===== src/rtl/warp_kernel_fetch.sv =====
// Kernel fetch: streams kernel_length words from kernel_addr into a FWFT buffer for the warp front-end.
// Latency: first read request 1 cycle after start; done pulse 1 cycle after the last instruction pop.
// Backpressure: requests are credit-limited by outstanding reads plus buffer occupancy; responses never drop.
package warp_pkg;
    localparam int ADDR_WIDTH = 16;
endpackage

module warp_kernel_fetch #(
    parameter int ADDR_WIDTH      = warp_pkg::ADDR_WIDTH,
    parameter int FIFO_DEPTH      = 8,
    parameter int MAX_OUTSTANDING = 4
) (
    input  logic                clk,
    input  logic                rst_n,
    warp_kernel_fetch_if.master bus
);
    localparam int PW = $clog2(FIFO_DEPTH);
    localparam int CW = $clog2(FIFO_DEPTH + 1);
    localparam int OW = $clog2(MAX_OUTSTANDING + 1);

    typedef enum logic [1:0] {IDLE, FETCH, DRAIN, FINISH} state_t;

    typedef struct packed {
        logic [31:0]           data;
        logic [ADDR_WIDTH-1:0] pc;
        logic                  last;
    } entry_t;

    state_t                state, state_nxt;
    logic [ADDR_WIDTH-1:0] base;
    logic [15:0]           length;
    logic [16:0]           issue_cnt;
    logic [16:0]           ret_cnt;
    logic [OW-1:0]         outstanding;
    logic                  err_flag;

    entry_t                fifo_mem [FIFO_DEPTH];
    logic [PW-1:0]         wr_ptr, rd_ptr;
    logic [CW-1:0]         fifo_count;
    logic                  fifo_empty;

    logic [32:0]           addr_end;
    logic [32:0]           addr_lim;
    logic                  launch_err;
    logic                  start_acc;
    logic                  req_valid;
    logic                  req_hs;
    logic                  push;
    logic                  pop;
    entry_t                push_entry;
    entry_t                head;
    logic                  busy_o, done_o, error_o;

    // Launch checks: alignment, address range, and end of kernel within the address space (33-bit sum)
    assign addr_end   = {1'b0, bus.kernel_addr} + {15'b0, bus.kernel_length, 2'b00};
    assign addr_lim   = 33'd1 << ADDR_WIDTH;
    assign launch_err = (bus.kernel_addr[1:0] != 2'b00)
                     || ((bus.kernel_addr >> ADDR_WIDTH) != 32'd0)
                     || (addr_end > addr_lim);
    assign start_acc  = (state == IDLE) && bus.kernel_start;

    assign req_hs     = req_valid && bus.mem_req_ready;
    // Responses are only meaningful while fetching; anything else is stray and discarded
    assign push       = bus.mem_resp_valid && (state == FETCH);
    assign fifo_empty = (fifo_count == '0);
    assign pop        = !fifo_empty && bus.instr_ready;
    assign head       = fifo_empty ? '0 : fifo_mem[rd_ptr];

    assign push_entry.data = bus.mem_resp_data;
    assign push_entry.pc   = base + ADDR_WIDTH'({ret_cnt, 2'b00});
    assign push_entry.last = (ret_cnt == ({1'b0, length} - 17'd1));

    // State register
    always_ff @(posedge clk or negedge rst_n) begin
        if (!rst_n) state <= IDLE;
        else        state <= state_nxt;
    end

    // Next-state logic; the last entry may be popped while still in FETCH, so both states watch for it
    always_comb begin
        state_nxt = state;
        case (state)
            IDLE: begin
                if (bus.kernel_start) begin
                    if (launch_err || (bus.kernel_length == 16'd0)) state_nxt = FINISH;
                    else                                            state_nxt = FETCH;
                end
            end
            FETCH: begin
                if (pop && head.last)                  state_nxt = FINISH;
                else if (ret_cnt == {1'b0, length})    state_nxt = DRAIN;
            end
            DRAIN: begin
                if (pop && head.last) state_nxt = FINISH;
            end
            FINISH:  state_nxt = IDLE;
            default: state_nxt = IDLE;
        endcase
    end

    // Outputs decoded from state: status pulses and credit-gated request valid
    always_comb begin
        busy_o    = 1'b0;
        done_o    = 1'b0;
        error_o   = 1'b0;
        req_valid = 1'b0;
        case (state)
            FETCH: begin
                busy_o    = 1'b1;
                req_valid = (issue_cnt < {1'b0, length})
                         && (outstanding < OW'(MAX_OUTSTANDING))
                         && ((32'(outstanding) + 32'(fifo_count)) < 32'(FIFO_DEPTH));
            end
            DRAIN:  busy_o = 1'b1;
            FINISH: begin
                busy_o  = 1'b1;
                done_o  = !err_flag;
                error_o = err_flag;
            end
            default: ;
        endcase
    end

    // Kernel context and request/response bookkeeping
    always_ff @(posedge clk or negedge rst_n) begin
        if (!rst_n) begin
            base        <= '0;
            length      <= '0;
            issue_cnt   <= '0;
            ret_cnt     <= '0;
            outstanding <= '0;
            err_flag    <= 1'b0;
        end else if (start_acc) begin
            base        <= bus.kernel_addr[ADDR_WIDTH-1:0];
            length      <= bus.kernel_length;
            issue_cnt   <= '0;
            ret_cnt     <= '0;
            outstanding <= '0;
            err_flag    <= launch_err;
        end else begin
            if (req_hs) issue_cnt <= issue_cnt + 17'd1;
            if (push)   ret_cnt   <= ret_cnt + 17'd1;
            case ({req_hs, push})
                2'b10:   outstanding <= outstanding + OW'(1);
                2'b01:   outstanding <= outstanding - OW'(1);
                default: ;
            endcase
        end
    end

    // Buffer pointers and occupancy; simultaneous push and pop leave the count unchanged
    always_ff @(posedge clk or negedge rst_n) begin
        if (!rst_n) begin
            wr_ptr     <= '0;
            rd_ptr     <= '0;
            fifo_count <= '0;
        end else begin
            if (push) wr_ptr <= wr_ptr + PW'(1);
            if (pop)  rd_ptr <= rd_ptr + PW'(1);
            case ({push, pop})
                2'b10:   fifo_count <= fifo_count + CW'(1);
                2'b01:   fifo_count <= fifo_count - CW'(1);
                default: ;
            endcase
        end
    end

    // Buffer storage; contents are qualified by the occupancy count so no reset is needed
    always_ff @(posedge clk) begin
        if (push) fifo_mem[wr_ptr] <= push_entry;
    end

    assign bus.busy           = busy_o;
    assign bus.kernel_done    = done_o;
    assign bus.kernel_error   = error_o;
    assign bus.mem_req_valid  = req_valid;
    assign bus.mem_req_addr   = base + ADDR_WIDTH'({issue_cnt, 2'b00});
    assign bus.mem_req_write  = 1'b0;
    assign bus.mem_resp_ready = 1'b1;
    assign bus.instr_valid    = !fifo_empty;
    assign bus.instr_data     = head.data;
    assign bus.instr_pc       = head.pc;
    assign bus.instr_last     = head.last;
endmodule


===== src/rtl/warp_kernel_fetch_if.sv =====
// Kernel-fetch port bundle: launch/status, memory read request/response, instruction stream.
// Latency: none, wires only.
// Backpressure: mem_req and instr use valid/ready; mem_resp is always accepted by the fetch unit.
interface warp_kernel_fetch_if #(
    parameter int ADDR_WIDTH = 16
);
    logic                  kernel_start;
    logic [31:0]           kernel_addr;
    logic [15:0]           kernel_length;
    logic                  kernel_done;
    logic                  kernel_error;
    logic                  busy;

    logic                  mem_req_valid;
    logic                  mem_req_ready;
    logic [ADDR_WIDTH-1:0] mem_req_addr;
    logic                  mem_req_write;
    logic                  mem_resp_valid;
    logic                  mem_resp_ready;
    logic [31:0]           mem_resp_data;

    logic                  instr_valid;
    logic                  instr_ready;
    logic [31:0]           instr_data;
    logic [ADDR_WIDTH-1:0] instr_pc;
    logic                  instr_last;

    // Fetch unit side
    modport master (
        input  kernel_start, kernel_addr, kernel_length,
        output kernel_done, kernel_error, busy,
        output mem_req_valid, mem_req_addr, mem_req_write,
        input  mem_req_ready,
        input  mem_resp_valid, mem_resp_data,
        output mem_resp_ready,
        output instr_valid, instr_data, instr_pc, instr_last,
        input  instr_ready
    );

    // Decoder / memory / front-end side
    modport slave (
        output kernel_start, kernel_addr, kernel_length,
        input  kernel_done, kernel_error, busy,
        input  mem_req_valid, mem_req_addr, mem_req_write,
        output mem_req_ready,
        output mem_resp_valid, mem_resp_data,
        input  mem_resp_ready,
        input  instr_valid, instr_data, instr_pc, instr_last,
        output instr_ready
    );
endinterface


===== src/flat_wrapper.sv =====
// flat-port wrapper written by rule: the top's interface ports become plain ports
module warp_kernel_fetch_flat 
#(
    parameter int ADDR_WIDTH      = warp_pkg::ADDR_WIDTH,
    parameter int FIFO_DEPTH      = 8,
    parameter int MAX_OUTSTANDING = 4
)
  (clk, rst_n, bus_kernel_start, bus_kernel_addr, bus_kernel_length, bus_kernel_done, bus_kernel_error, bus_busy, bus_mem_req_valid, bus_mem_req_addr, bus_mem_req_write, bus_mem_req_ready, bus_mem_resp_valid, bus_mem_resp_data, bus_mem_resp_ready, bus_instr_valid, bus_instr_data, bus_instr_pc, bus_instr_last, bus_instr_ready);
  warp_kernel_fetch_if #(.ADDR_WIDTH(ADDR_WIDTH)) bus_i ();
  input  logic clk;
  input  logic rst_n;
  input wire logic [$bits(bus_i.kernel_start)-1:0] bus_kernel_start;
  input wire logic [$bits(bus_i.kernel_addr)-1:0] bus_kernel_addr;
  input wire logic [$bits(bus_i.kernel_length)-1:0] bus_kernel_length;
  output wire logic [$bits(bus_i.kernel_done)-1:0] bus_kernel_done;
  output wire logic [$bits(bus_i.kernel_error)-1:0] bus_kernel_error;
  output wire logic [$bits(bus_i.busy)-1:0] bus_busy;
  output wire logic [$bits(bus_i.mem_req_valid)-1:0] bus_mem_req_valid;
  output wire logic [$bits(bus_i.mem_req_addr)-1:0] bus_mem_req_addr;
  output wire logic [$bits(bus_i.mem_req_write)-1:0] bus_mem_req_write;
  input wire logic [$bits(bus_i.mem_req_ready)-1:0] bus_mem_req_ready;
  input wire logic [$bits(bus_i.mem_resp_valid)-1:0] bus_mem_resp_valid;
  input wire logic [$bits(bus_i.mem_resp_data)-1:0] bus_mem_resp_data;
  output wire logic [$bits(bus_i.mem_resp_ready)-1:0] bus_mem_resp_ready;
  output wire logic [$bits(bus_i.instr_valid)-1:0] bus_instr_valid;
  output wire logic [$bits(bus_i.instr_data)-1:0] bus_instr_data;
  output wire logic [$bits(bus_i.instr_pc)-1:0] bus_instr_pc;
  output wire logic [$bits(bus_i.instr_last)-1:0] bus_instr_last;
  input wire logic [$bits(bus_i.instr_ready)-1:0] bus_instr_ready;
  assign bus_i.kernel_start = bus_kernel_start;
  assign bus_i.kernel_addr = bus_kernel_addr;
  assign bus_i.kernel_length = bus_kernel_length;
  assign bus_kernel_done = bus_i.kernel_done;
  assign bus_kernel_error = bus_i.kernel_error;
  assign bus_busy = bus_i.busy;
  assign bus_mem_req_valid = bus_i.mem_req_valid;
  assign bus_mem_req_addr = bus_i.mem_req_addr;
  assign bus_mem_req_write = bus_i.mem_req_write;
  assign bus_i.mem_req_ready = bus_mem_req_ready;
  assign bus_i.mem_resp_valid = bus_mem_resp_valid;
  assign bus_i.mem_resp_data = bus_mem_resp_data;
  assign bus_mem_resp_ready = bus_i.mem_resp_ready;
  assign bus_instr_valid = bus_i.instr_valid;
  assign bus_instr_data = bus_i.instr_data;
  assign bus_instr_pc = bus_i.instr_pc;
  assign bus_instr_last = bus_i.instr_last;
  assign bus_i.instr_ready = bus_instr_ready;
  warp_kernel_fetch #(.ADDR_WIDTH(ADDR_WIDTH), .FIFO_DEPTH(FIFO_DEPTH), .MAX_OUTSTANDING(MAX_OUTSTANDING)) u_core (.clk(clk), .rst_n(rst_n), .bus(bus_i));
endmodule

===== config.mk =====
export PLATFORM = sky130hd
export DESIGN_NAME = warp_kernel_fetch_flat
export DESIGN_NICKNAME = d
export VERILOG_FILES = /design/src/rtl/warp_kernel_fetch.sv /design/src/rtl/warp_kernel_fetch_if.sv /design/src/flat_wrapper.sv
export SDC_FILE = /design/constraint.sdc
export NUM_CORES = 1
export LEC_CHECK = 0
export CORE_ASPECT_RATIO = 0.8
export CORE_MARGIN = 4
export CORE_UTILIZATION = 50
export DETAILED_ROUTE_END_ITERATION = 6
export PLACE_DENSITY = 0.7
export SETUP_SLACK_MARGIN = 0.4
export SYNTH_ARGS = -nofsm -noshare
export SYNTH_HDL_FRONTEND = slang
export SYNTH_SLANG_ARGS = --single-unit

===== constraint.sdc =====
create_clock -name clk -period 14.1 [get_ports clk]
set_input_delay 1.41 -clock clk [delete_from_list [all_inputs] [get_ports clk]]
set_output_delay 1.41 -clock clk [all_outputs]
set_load 0.005 [all_outputs]

---- Word level (Yosys, flattened, before mapping) ----
Memory sizes are Yosys's and may differ from the RTL's.
Cells that the tools add are included.
Widths: inputs -> output; s select.
operators by class
  add/sub/neg operators ................... 13
  multiply operators ...................... 0
  div/mod/pow operators ................... 0
  magnitude comparators ................... 4
  equal/unequal tests ..................... 12
  shift-type cells ........................ 0
  mux-type cells .......................... 20
  bitwise gates (word level) .............. 0
  reductions and logical operators ........ 23
operator list
  kind                   count
  $mux 17                4
  $mux 49                1
  $add 17x1->17 const B  2
  $add 32x18->33         1
  $gt 33x17->1 const B   1
  $add 16x16->16         2
  $lt 32x4->1 const B    1
  $reduce_bool 32->1     1
  $eq 17x16->1           1
  $eq 17x17->1           1
  $lt 17x16->1           1
  $sub 16x1->17 const B  1
  $logic_not 16->1       1
  $mux 2                 5
  $add 3x1->3 const B    3
  $eq 2x2->1 const B     4
  $pmux 2 s4             1
  $pmux 4 s2             1
  $reduce_bool 2->1      4
  $logic_and 1x1->1      7
  $eq 2x1->1 const B     3
  $mux 1                 6
  $pmux 3 s2             1
  $add 3x4->5            1
  other kinds (15)       18
word-level totals
  bits in registers ....................... 82
  latch bits .............................. 0
  RAM bits ................................ 392
  memory bits (read-only) ................. 0
  input port bits ......................... 86
  output and inout port bits .............. 72
  logic and storage cells ................. 83
  memories ................................ 1
memories
  name             words  width  rd ports  clocked after memory_dff  write ports  line                     RTL
  u_core.fifo_mem  8      49     1         0                         1            warp_kernel_fetch.sv:37  entry_t fifo_mem [FIFO_DEPTH];

---- Logic depth before layout (Yosys ltp) ----
Gate-level depths: netlist of the first run.
  word-level depth ........................ 8
  depth in mapped cells ................... 14
  depth with buffers taken out ............ 14

---- Worst setup path before layout of the first run ----
OpenSTA, ideal clock, no wires.
  kind .................................... input port to flip-flop
  from .................................... input bus_mem_resp_valid
  to ...................................... memory u_core.fifo_mem[0][0] in the netlist's numbering, enable pin
  library setup time ...................... 0.516 ns
  arrival ................................. 5.141 ns
  slack ................................... 8.443 ns
  cell stages on the path ................. 4
  buffers on the path ..................... 0
  cells stage by stage .................... nand2_1 > clkinv_1 > nand2b_1 > nor3_1
between the ends
  longest elaborated chain between the ends .. 3
ends and longest elaborated chain
  what                          line                      RTL
  from (decl)                   flat_wrapper.sv:22        input wire logic [$bits(bus_i.mem_resp_valid)-1:0] bus_mem_resp_valid;
  $logic_and 1x1->1             warp_kernel_fetch.sv:64   assign push = bus.mem_resp_valid && (state == FETCH);
  net u_core.push               warp_kernel_fetch.sv:48   logic push;
  $mux 1                        warp_kernel_fetch.sv:170  if (push) fifo_mem[wr_ptr] <= push_entry;
  $mux 1 (not written as such)  warp_kernel_fetch.sv:170
  to (decl)                     warp_kernel_fetch.sv:37
The timed path passes the listed nets, and every way through them passes these cells.

---- Final worst setup path of the first run ----
  from .................................... register u_core.rd_ptr[0]
  to ...................................... output bus_instr_last
between the ends
  longest elaborated chain between the ends .. 2
ends and longest elaborated chain
  what                    line                      RTL
  from (decl)             warp_kernel_fetch.sv:38   logic [PW-1:0] wr_ptr, rd_ptr;
  from (signal assigned)  warp_kernel_fetch.sv:159  if (pop) rd_ptr <= rd_ptr + PW'(1);
  $mem_v2 8x49            n/a
  $mux 49                 warp_kernel_fetch.sv:67   assign head = fifo_empty ? '0 : fifo_mem[rd_ptr];
  to (decl)               flat_wrapper.sv:28        output wire logic [$bits(bus_i.instr_last)-1:0] bus_instr_last;
Every way passes these cells.

==> impl_metrics.yaml, run 1 <==
outcome:
  status: "completed"
timing:
  hold_violations: 0
  rsz0062_at_grt: "no"
  finalClockSkew_ns: 0.02164
  finalCritPeriodShare: 0.3849
  max_slew_margin: 0.1657
  final-max-slew-violation-count: 0
  tightestPinTransition_ns: 1.240
  fmaxAchievable_mhz: 184.2
  finalSetupTns_ns: 0
  period_needed_ns: 5.427
  setup_viol: 0
  whs_ns: 0.5119
critical_path:
  arrival_ns: 4.02
  cp-start-kind: "flip-flop"
  crit_type: "reg -> out"
  crit_required_ns: 12.69
  path_max_fanout: 54
  end_kind: "output port"
  reg2reg_slack_ns: 10.23
drt:
  ant_nets: 0
  drt-vias-per-instance: 5.847
  wire_per_inst_um: 22.17
  drtPass1Iterations: 6
  vias: 12770
  drc: 0
  drt_iter0_drc: 1203
  routed_wl_mm: 48.42
final_layout:
  area_delta_synth_final_pct: 16.83
  layout-drive-gt1-share: 0.1214
  final_nets: 1758
  finalInstanceArea_um2: 25280
  most-common-layout-cells: "edfxtp_1 (392), clkdlybuf4s50_1 (154), nand2_1 (110)"
  final_common_cell: "edfxtp_1"
  utilization: 0.5972
floorplanning:
  io_pins: 158
  die_y_um: 194.1
  start_util: 0.5111
  die_width_um: 240.6
  coreArea_um2: 42330
  die-area_um2: 46690
  rows: 67
placement:
  finalWeightedCongestion: 0.8908
  post-dp-hpwl_mm: 30.13
  dpl-instance-area_um2: 23800
  io_buffers: 155
clock_network:
  hold_buffers: 0
  clk_path_buf_depth: 3
  cts_max_level: 2
  cts_tree: "built"
  numCtsBuffers: 46
  cts_root_buf: "clkbuf_16"
  clkSinkCount: 474
  postCtsSetupBuffers: 0
  clk_pin_slew_ns: 0.06
  post_cts_resized: 0
  clock_latency_ns: 0.56
pwr:
  swShare: 0.3136
  p_total_w: 0.004786
  power_switching_w: 0.001501
  p_int_w: 0.003285
  powerDensity_nw_per_um2: 189.3
  vdd_ir_drop_max_mv: 0.1630
  clockPowerShare: 0.252
  p_leak_nw: 9.182
  comb_power_share: 0.337
  pwr-share-seq: 0.411
synthesis:
  synth_seq_cells: 474
  synth-async-reset-ratio: 0.1730
  ys.flop_type: "edfxtp_1"
  syn_area_um2: 21640
  yosysUniqueCellTypes: 70
  synth_seq_area_share: 0.6388
  synthesis.nets: 1602
  syn_avg_cell_area_um2: 15.05
  synth_edf_count: 392
  ys_warn_count: 0
  synthCells: 1438
hold_path:
  hp-class: "reg -> reg"
run:
  drv_cap: 0
grt:
  grt.total_usage: 0.2079
  grt_pass1_wl_mm: 75.78
  grt_antenna_before_repair: 2
  grt_overflow: 0
  grt_start_max_net_pins: 86
  grt_pass1_vias: 13180
==> Yosys cell counts (14+ instances only) <==
library cell,n,area share
buf_1,15,0.0026
nand2_1,110,0.019
inv_1,52,0.0090
nor2_1,107,0.019
nor3_1,19,0.0044
nand4_1,14,0.0040
o21ai_0,47,0.011
mux4_2,98,0.10
ha_1,73,0.042
mux2i_1,55,0.025
xnor2_1,42,0.017
and3_1,16,0.0046
a21oi_1,44,0.010
nand3_1,23,0.0053
nor4_1,20,0.0058
dfrtp_1,82,0.095
xor2_1,42,0.017
edfxtp_1,392,0.54
clkbuf_1,36,0.0062
==> power by group through the flow <==
stage	Combinational, W	Sequential, W	Clock [W]
3_3_place_gp	0.00160	0.00199	0
6_report	0.00161	0.00197	0.00121
3_5_place_dp	0.00162	0.00200	0
4_1_cts	0.00163	0.00197	0.00123
2_1_floorplan	0.00110	0.00183	0
5_1_grt	0.00177	0.00199	0.00130
==> metal layers <==
layer  vias up  global-route usage  routed length (µm)
met2       423              0.3268               22780
met4         2             0.04637                 896
met3        68             0.03669                3244
met5         -                   0                  13
met1      6448              0.3083               21490
li1       5828                   -                   -
==> through the flow <==
stage	setup slack, ns	instances
floorplan	8.443	1438
global placement	9.071	2098
detailed placement	9.052	2098
CTS	8.458	2183
global route	8.261	2183
finish	8.673	2184
==> final cells by class <==
type | instances | area [µm²]
sequential | 474 | 13830
clock buffer | 70 | 1309
fill | 3135 | 17050
multi-input combinational | 851 | 7428
clock inverter | 15 | 173.9
tap | 552 | 690.7
inverter | 54 | 202.7
antenna | 1 | 2.502
timing repair buffer | 167 | 1639
==> logic make-up (layout without fill, tap and decap cells) <==
family,after synthesis,in the layout,share of synthesized area
XOR/XNOR,84,84,0.03400
multiplexers,155,155,0.1285
adder cells (fa/ha/maj),78,78,0.04684
other,2,3,0.0003471
buffers and inverters,113,306,0.02082
flip-flops,474,474,0.6388
AO/OA/AOI/OAI,177,177,0.05424
AND/OR/NAND/NOR,355,355,0.07644
==> final timing paths <==
check                                             start                           end  depth (start not counted)
setup / recovery           u_core.rd_ptr[0]$_DFFE_PN0P_                bus_instr_last                          5
hold / removal              u_core.err_flag$_DFFE_PN0P_   u_core.err_flag$_DFFE_PN0P_                          2
setup reg to reg           u_core.rd_ptr[0]$_DFFE_PN0P_   u_core.state[1]$_DFFE_PN0P_                          8
hold reg to reg             u_core.err_flag$_DFFE_PN0P_   u_core.err_flag$_DFFE_PN0P_                          2
max in group asynchronous                         rst_n  u_core.rd_ptr[0]$_DFFE_PN0P_                          2
min in group asynchronous                         rst_n    u_core.base[5]$_DFFE_PN0P_                          1
==> state kept, by name, summed over array words and instances, names as in the netlist <==
name	cells
u_core.issue_cnt	17
u_core.length	16
u_core.fifo_count	4
u_core.state	2
u_core.fifo_mem	392
u_core.rd_ptr	3
u_core.wr_ptr	3
u_core.base	16
u_core.ret_cnt	17
u_core.err_flag	1
u_core.outstanding	3
==> critical path, stage by stage (launching register included) <==
cell,delay (ns)
dfrtp_4,1.02
buf_4,0.94
mux4_2,0.60
mux2i_1,0.20
nor2_1,0.15
clkdlybuf4s50_1,0.54
Note: power is estimated with default switching activity, not from simulation.
==> inputs of run 2 (changes only) <==
Settings changed: PLACE_DENSITY 0.7 to 0.72.
Clock period 14.1 ns to 4.6 ns, I/O delays scaled along.
==> run 2 against run 1 <==
Net effect:
- register-to-register slack worse by 9.1 ns
- sequential power grew to 3.0 times the previous value
- total power grew to 3.1 times the previous value
- critical path depth is 6 higher
- clock skew is 0.0039 ns higher
- clock power grew to 3.0 times the previous value
- flip-flop and latch count stayed put
- global-route usage is 0.35 points higher
- worst hold slack worse by 0.092 ns
- critical endpoint is now bus_mem_req_addr[15]
- largest power group unchanged
- highest routed layer unchanged
==> impl_metrics.yaml, run 2 (synthesis gave the netlist of run 1 again) <==
pwr:
  vdd_ir_drop_max_mv: 0.3526
  powerDensity_nw_per_um2: 578.1
  p_leak_nw: 9.232
critical_path:
  arrival_ns: 3.52
  crit_path_end: "bus_mem_req_addr[15]"
  end_kind: "output port"
  r2r_start: "u_core.length[7]$_DFFE_PN0P_"
  r2r-end: "u_core.outstanding[2]$_DFFE_PN0P_"
  reg2reg_slack_ns: 1.10
  cp-start-kind: "flip-flop"
  crit_type: "reg -> out"
  reg2regPathDepth: 11
  path_max_fanout: 6
  crit_required_ns: 4.14
  crit_start: "u_core.issue_cnt[1]$_DFFE_PN0P_"
grt:
  grt_start_max_net_pins: 86
  grt_pass1_wl_mm: 76.67
  grt_pass1_vias: 13160
  grt_overflow: 0
  grt_antenna_before_repair: 2
  grt.total_usage: 0.2114
timing:
  tightestPinTransition_ns: 1.234
  max_slew_margin: 0.1698
  period_needed_ns: 3.979
  finalSetupTns_ns: 0
  finalClockSkew_ns: 0.02555
  fmaxAchievable_mhz: 251.3
  hold_violations: 0
  final-max-slew-violation-count: 0
  setup_viol: 0
  rsz0062_at_grt: "no"
  finalCritPeriodShare: 0.8649
  setup_ws_ns: 0.6214
final_layout:
  largest_register_ffs: 392
  area_delta_synth_final_pct: 17.24
  top_regs: "u_core.fifo_mem x392, u_core.issue_cnt x17, u_core.ret_cnt x17"
  final_nets: 1766
  layout-drive-gt1-share: 0.1276
  antenna_cells: 0
  top_register: "u_core.fifo_mem"
  most-common-layout-cells: "edfxtp_1 (392), clkdlybuf4s50_1 (153), nand2_1 (110)"
  final_common_cell: "edfxtp_1"
  n_fill_cell: 3126
floorplanning:
  start_util: 0.5111
  die-area_um2: 46690
  die_width_um: 240.6
  die_y_um: 194.1
  coreArea_um2: 42330
  rows: 67
  io_pins: 158
clock_network:
  cts_root_buf: "clkbuf_16"
  cts_tree: "built"
  clk_path_buf_depth: 3
  cts_max_level: 2
  numCtsBuffers: 45
  clock_latency_ns: 0.58
  clk_pin_slew_ns: 0.07
  clkSinkCount: 474
drt:
  drt_iter0_drc: 937
  wire_per_inst_um: 22.34
  ant_nets: 0
  routed_wl_mm: 48.91
  drt-vias-per-instance: 5.835
  drc: 0
  vias: 12780
  drtPass1Iterations: 4
run:
  drv_cap: 0
placement:
  finalWeightedCongestion: 0.9138
  io_buffers: 155
  place_ws_ns: 0.8362
  post-dp-hpwl_mm: 30.88
hold_path:
  hp-class: "in -> async"
outcome:
  status: "completed"
==> run 2: worst max-delay path, cell delays in order (launching register included) <==
cell and delay (ns):
dfrtp_1 0.45, ha_1 0.32, a21o_1 0.15, a21oi_1 0.21, o21a_1 0.17, o21ai_0 0.15, a41oi_2 0.29, a211oi_2 0.12
a21o_1 0.19, a21oi_1 0.17, xnor2_1 0.17, clkdlybuf4s50_1 0.55
==> run 2: worst min path at each step <==
stage	to	slack, ns
after floorplan	u_core.base[0]$_DFFE_PN0P_	0.16
after global placement	u_core.wr_ptr[0]$_DFFE_PN0P_	0.51
after detailed placement	u_core.fifo_count[3]$_DFFE_PN0P_	0.51
after CTS	u_core.base[5]$_DFFE_PN0P_	0.44
after global routing	u_core.base[6]$_DFFE_PN0P_	0.47
final	u_core.base[6]$_DFFE_PN0P_	0.42
==> run 2: timing repair <==
action,4_1_cts,5_1_grt
hold endpoints to repair,45,0
hold buffers,1,0
gates resized for setup,0,8
buffers inserted,0,1
setup endpoints to repair,0,3
==> run 2: area by class of cell <==
class	count	area, µm²	share of cell area
well taps	552	690.7	0.02722
flip-flops and latches	474	13840	0.5454
inverters	54	202.7	0.007990
clock inverters	22	205.2	0.008088
repair buffers	176	1762	0.06944
multi-input cells	851	7466	0.2943
clock buffers	61	1206	0.04754
==> run 2: power by group <==
part           total (W)  switching, W  leakage, nW  internal, W
registers        0.00599      0.000694         4.61      0.00530
clock network    0.00357       0.00159        0.682      0.00198
logic            0.00511       0.00242         3.94      0.00268
==> run 2: per-layer routing <==
| metal | vias up | global-route usage | part of all wire |
|---|---|---|---|
| met4 | 2 | 0.04444 | 0.018 |
| met3 | 72 | 0.03953 | 0.065 |
| met2 | 390 | 0.3406 | 0.48 |
| met1 | 6469 | 0.3054 | 0.44 |
| met5 | - | 0 | 0.00018 |
| li1 | 5845 | - | - |
==> run 2: metrics by stage <==
step / area [µm²] / total power (W) / hold WS [ns] / utilization / std cells
after floorplan: 21650 / 0.008962 / 0.1644 / - / 1438
after global placement: 23910 / 0.01111 / 0.5103 / 0.5648 / 2105
after detailed placement: 23910 / 0.01121 / 0.5057 / 0.5648 / 2105
after CTS: 25330 / 0.01481 / 0.4434 / 0.5984 / 2189
after global routing: 25370 / 0.01553 / 0.4684 / 0.5993 / 2190
final: 25370 / 0.01467 / 0.4199 / 0.5993 / 2190
==> inputs of run 3 (changes only) <==
Settings changed: PLACE_DENSITY 0.72 to 0.81.
==> run 3 against run 2 <==
Net effect:
- critical path type unchanged
- combinational power grew 2%
- total power increased by 3.5%
- first-iteration DRC count grew 28%
- clock power increased by 13%
- core utilization is 0.38 points higher
- final cell count hardly changed
- flip-flop and latch count unchanged
==> impl_metrics.yaml, run 3 (synthesis gave the netlist of run 1 again) <==
outcome:
  status: "completed"
grt:
  grt_antenna_before_repair: 1
  grt_pass1_vias: 13630
  grt_pass1_wl_mm: 79.22
  grt_overflow: 0
  grt.total_usage: 0.2173
  grt_start_max_net_pins: 67
timing:
  finalSetupTns_ns: 0
  whs_ns: 0.4107
  finalClockSkew_ns: 0.01734
  max_slew_margin: 0.1381
  tightestPinTransition_ns: 1.281
  period_needed_ns: 4.060
  fmaxAchievable_mhz: 246.3
  final-max-slew-violation-count: 0
  setup_viol: 0
  finalCritPeriodShare: 0.8827
  rsz0062_at_grt: "no"
  hold_violations: 0
final_layout:
  final_nets: 1764
  utilization: 0.6030
  layout-drive-gt1-share: 0.1339
  largest_register_ffs: 392
  top_regs: "u_core.fifo_mem x392, u_core.issue_cnt x17, u_core.ret_cnt x17"
  top_register: "u_core.fifo_mem"
  final_common_cell: "edfxtp_1"
  most-common-layout-cells: "edfxtp_1 (392), clkdlybuf4s50_1 (154), nand2_1 (110)"
  area_delta_synth_final_pct: 17.98
  finalInstanceArea_um2: 25530
drt:
  drtPass1Iterations: 5
  drt_iter0_drc: 1195
  drt-vias-per-instance: 6.004
  ant_nets: 0
  vias: 13140
  routed_wl_mm: 50.64
  drc: 0
  wire_per_inst_um: 23.13
pwr:
  p_total_w: 0.01517
  powerDensity_nw_per_um2: 594.4
  vdd_ir_drop_max_mv: 0.3303
  p_leak_nw: 9.288
clock_network:
  clk_path_buf_depth: 3
  clkSinkCount: 474
  cts_max_level: 2
  clk_pin_slew_ns: 0.06
  clock_latency_ns: 0.56
  cts_root_buf: "clkbuf_16"
  numCtsBuffers: 44
  cts_tree: "built"
floorplanning:
  start_util: 0.5111
  rows: 67
  die_width_um: 240.6
  die-area_um2: 46690
  io_pins: 158
  coreArea_um2: 42330
  die_y_um: 194.1
run:
  drv_cap: 0
critical_path:
  r2r-end: "u_core.fifo_mem[4][0]$_DFFE_PP_"
  reg2regPathDepth: 11
  crit_required_ns: 4.14
  crit_type: "reg -> out"
  arrival_ns: 3.60
  crit_start: "u_core.issue_cnt[1]$_DFFE_PN0P_"
  r2r_start: "u_core.length[1]$_DFFE_PN0P_"
  path_max_fanout: 6
  reg2reg_slack_ns: 1.11
  cp-start-kind: "flip-flop"
  end_kind: "output port"
hold_path:
  hp-class: "in -> async"
placement:
  finalWeightedCongestion: 0.9215
  post-dp-hpwl_mm: 30.93
  dpl-instance-area_um2: 23890
  io_buffers: 155
[run 3: changes by cell type in the layout (fill, tap and decap cells not counted), moves of 2 or more]
cell        change
bufinv_16       +8
inv_6           -3
clkbuf_1        -7
clkinv_1        -9
o21ai_0         -2
clkinvlp_4      +6
clkbuf_8        -2
clkinv_2        +5
o21ai_1         +2
[run 3: area by class of cell]
| cell class | count | area, µm² |
|---|---|---|
| Sequential cell | 474 | 13830 |
| Inverter | 54 | 202.7 |
| Clock buffer | 52 | 1152 |
| Multi-Input combinational cell | 851 | 7447 |
| Clock inverter | 30 | 460.4 |
| Tap cell | 552 | 690.7 |
| Fill cell | 3056 | 16800 |
| Timing Repair Buffer | 175 | 1739 |
| Antenna cell | 1 | 2.502 |
[run 3: critical path, stage by stage (launching register included)]
cell and delay (ns):
dfrtp_1 0.46, ha_1 0.32, a21o_1 0.15, a21oi_1 0.22
o21a_1 0.17, o21ai_1 0.13, a41oi_1 0.32, a211oi_1 0.17
a21o_1 0.20, a21oi_1 0.17, xnor2_1 0.19, clkdlybuf4s50_1 0.56
[run 3: power by group]
group	internal (W)	switching (W)	total, W	leakage, nW
logic	0.00267	0.00255	0.00523	3.92
clock network	0.00238	0.00163	0.00402	0.766
registers	0.00530	0.000635	0.00593	4.61
total	0.0104	0.00482	0.0152	9.29
[run 3: worst max path at each step]
stage	end	cells past startpoint	slack (ns)
2_1_floorplan	u_core.fifo_mem[6][0]$_DFFE_PP_	6	0.96
3_3_place_gp	u_core.state[1]$_DFFE_PN0P_	12	0.92
3_5_place_dp	u_core.state[1]$_DFFE_PN0P_	12	0.87
4_1_cts	bus_mem_req_addr[14]	13	0.45
5_1_grt	bus_mem_req_addr[14]	13	0.41
6_report	bus_mem_req_addr[15]	11	0.54
[run 3: metrics by stage]
step	std cells	worst slack, ns
after detailed placement	2104	0.8658
after global placement	2104	0.9161
after CTS	2187	0.4498
after global routing	2188	0.4106
final	2189	0.5397
after floorplan	1438	0.9642
[run 3: timing repair]
action                                  in CTS  in global routing
hold endpoints to repair                    37                  0
resized for setup                            0                  5
buffers inserted                             0                  1
hold buffers                                 1                  0
endpoints found under the setup margin       0                  3
[run 3: per-layer routing]
| metal | share of wire | vias to the layer above | global-route usage |
|---|---|---|---|
| met1 | 0.41 | 6642 | 0.3066 |
| met5 | 0 | - | 0 |
| li1 | - | 5850 | - |
| met2 | 0.49 | 576 | 0.3619 |
| met3 | 0.075 | 75 | 0.03342 |
| met4 | 0.021 | 0 | 0.04829 |
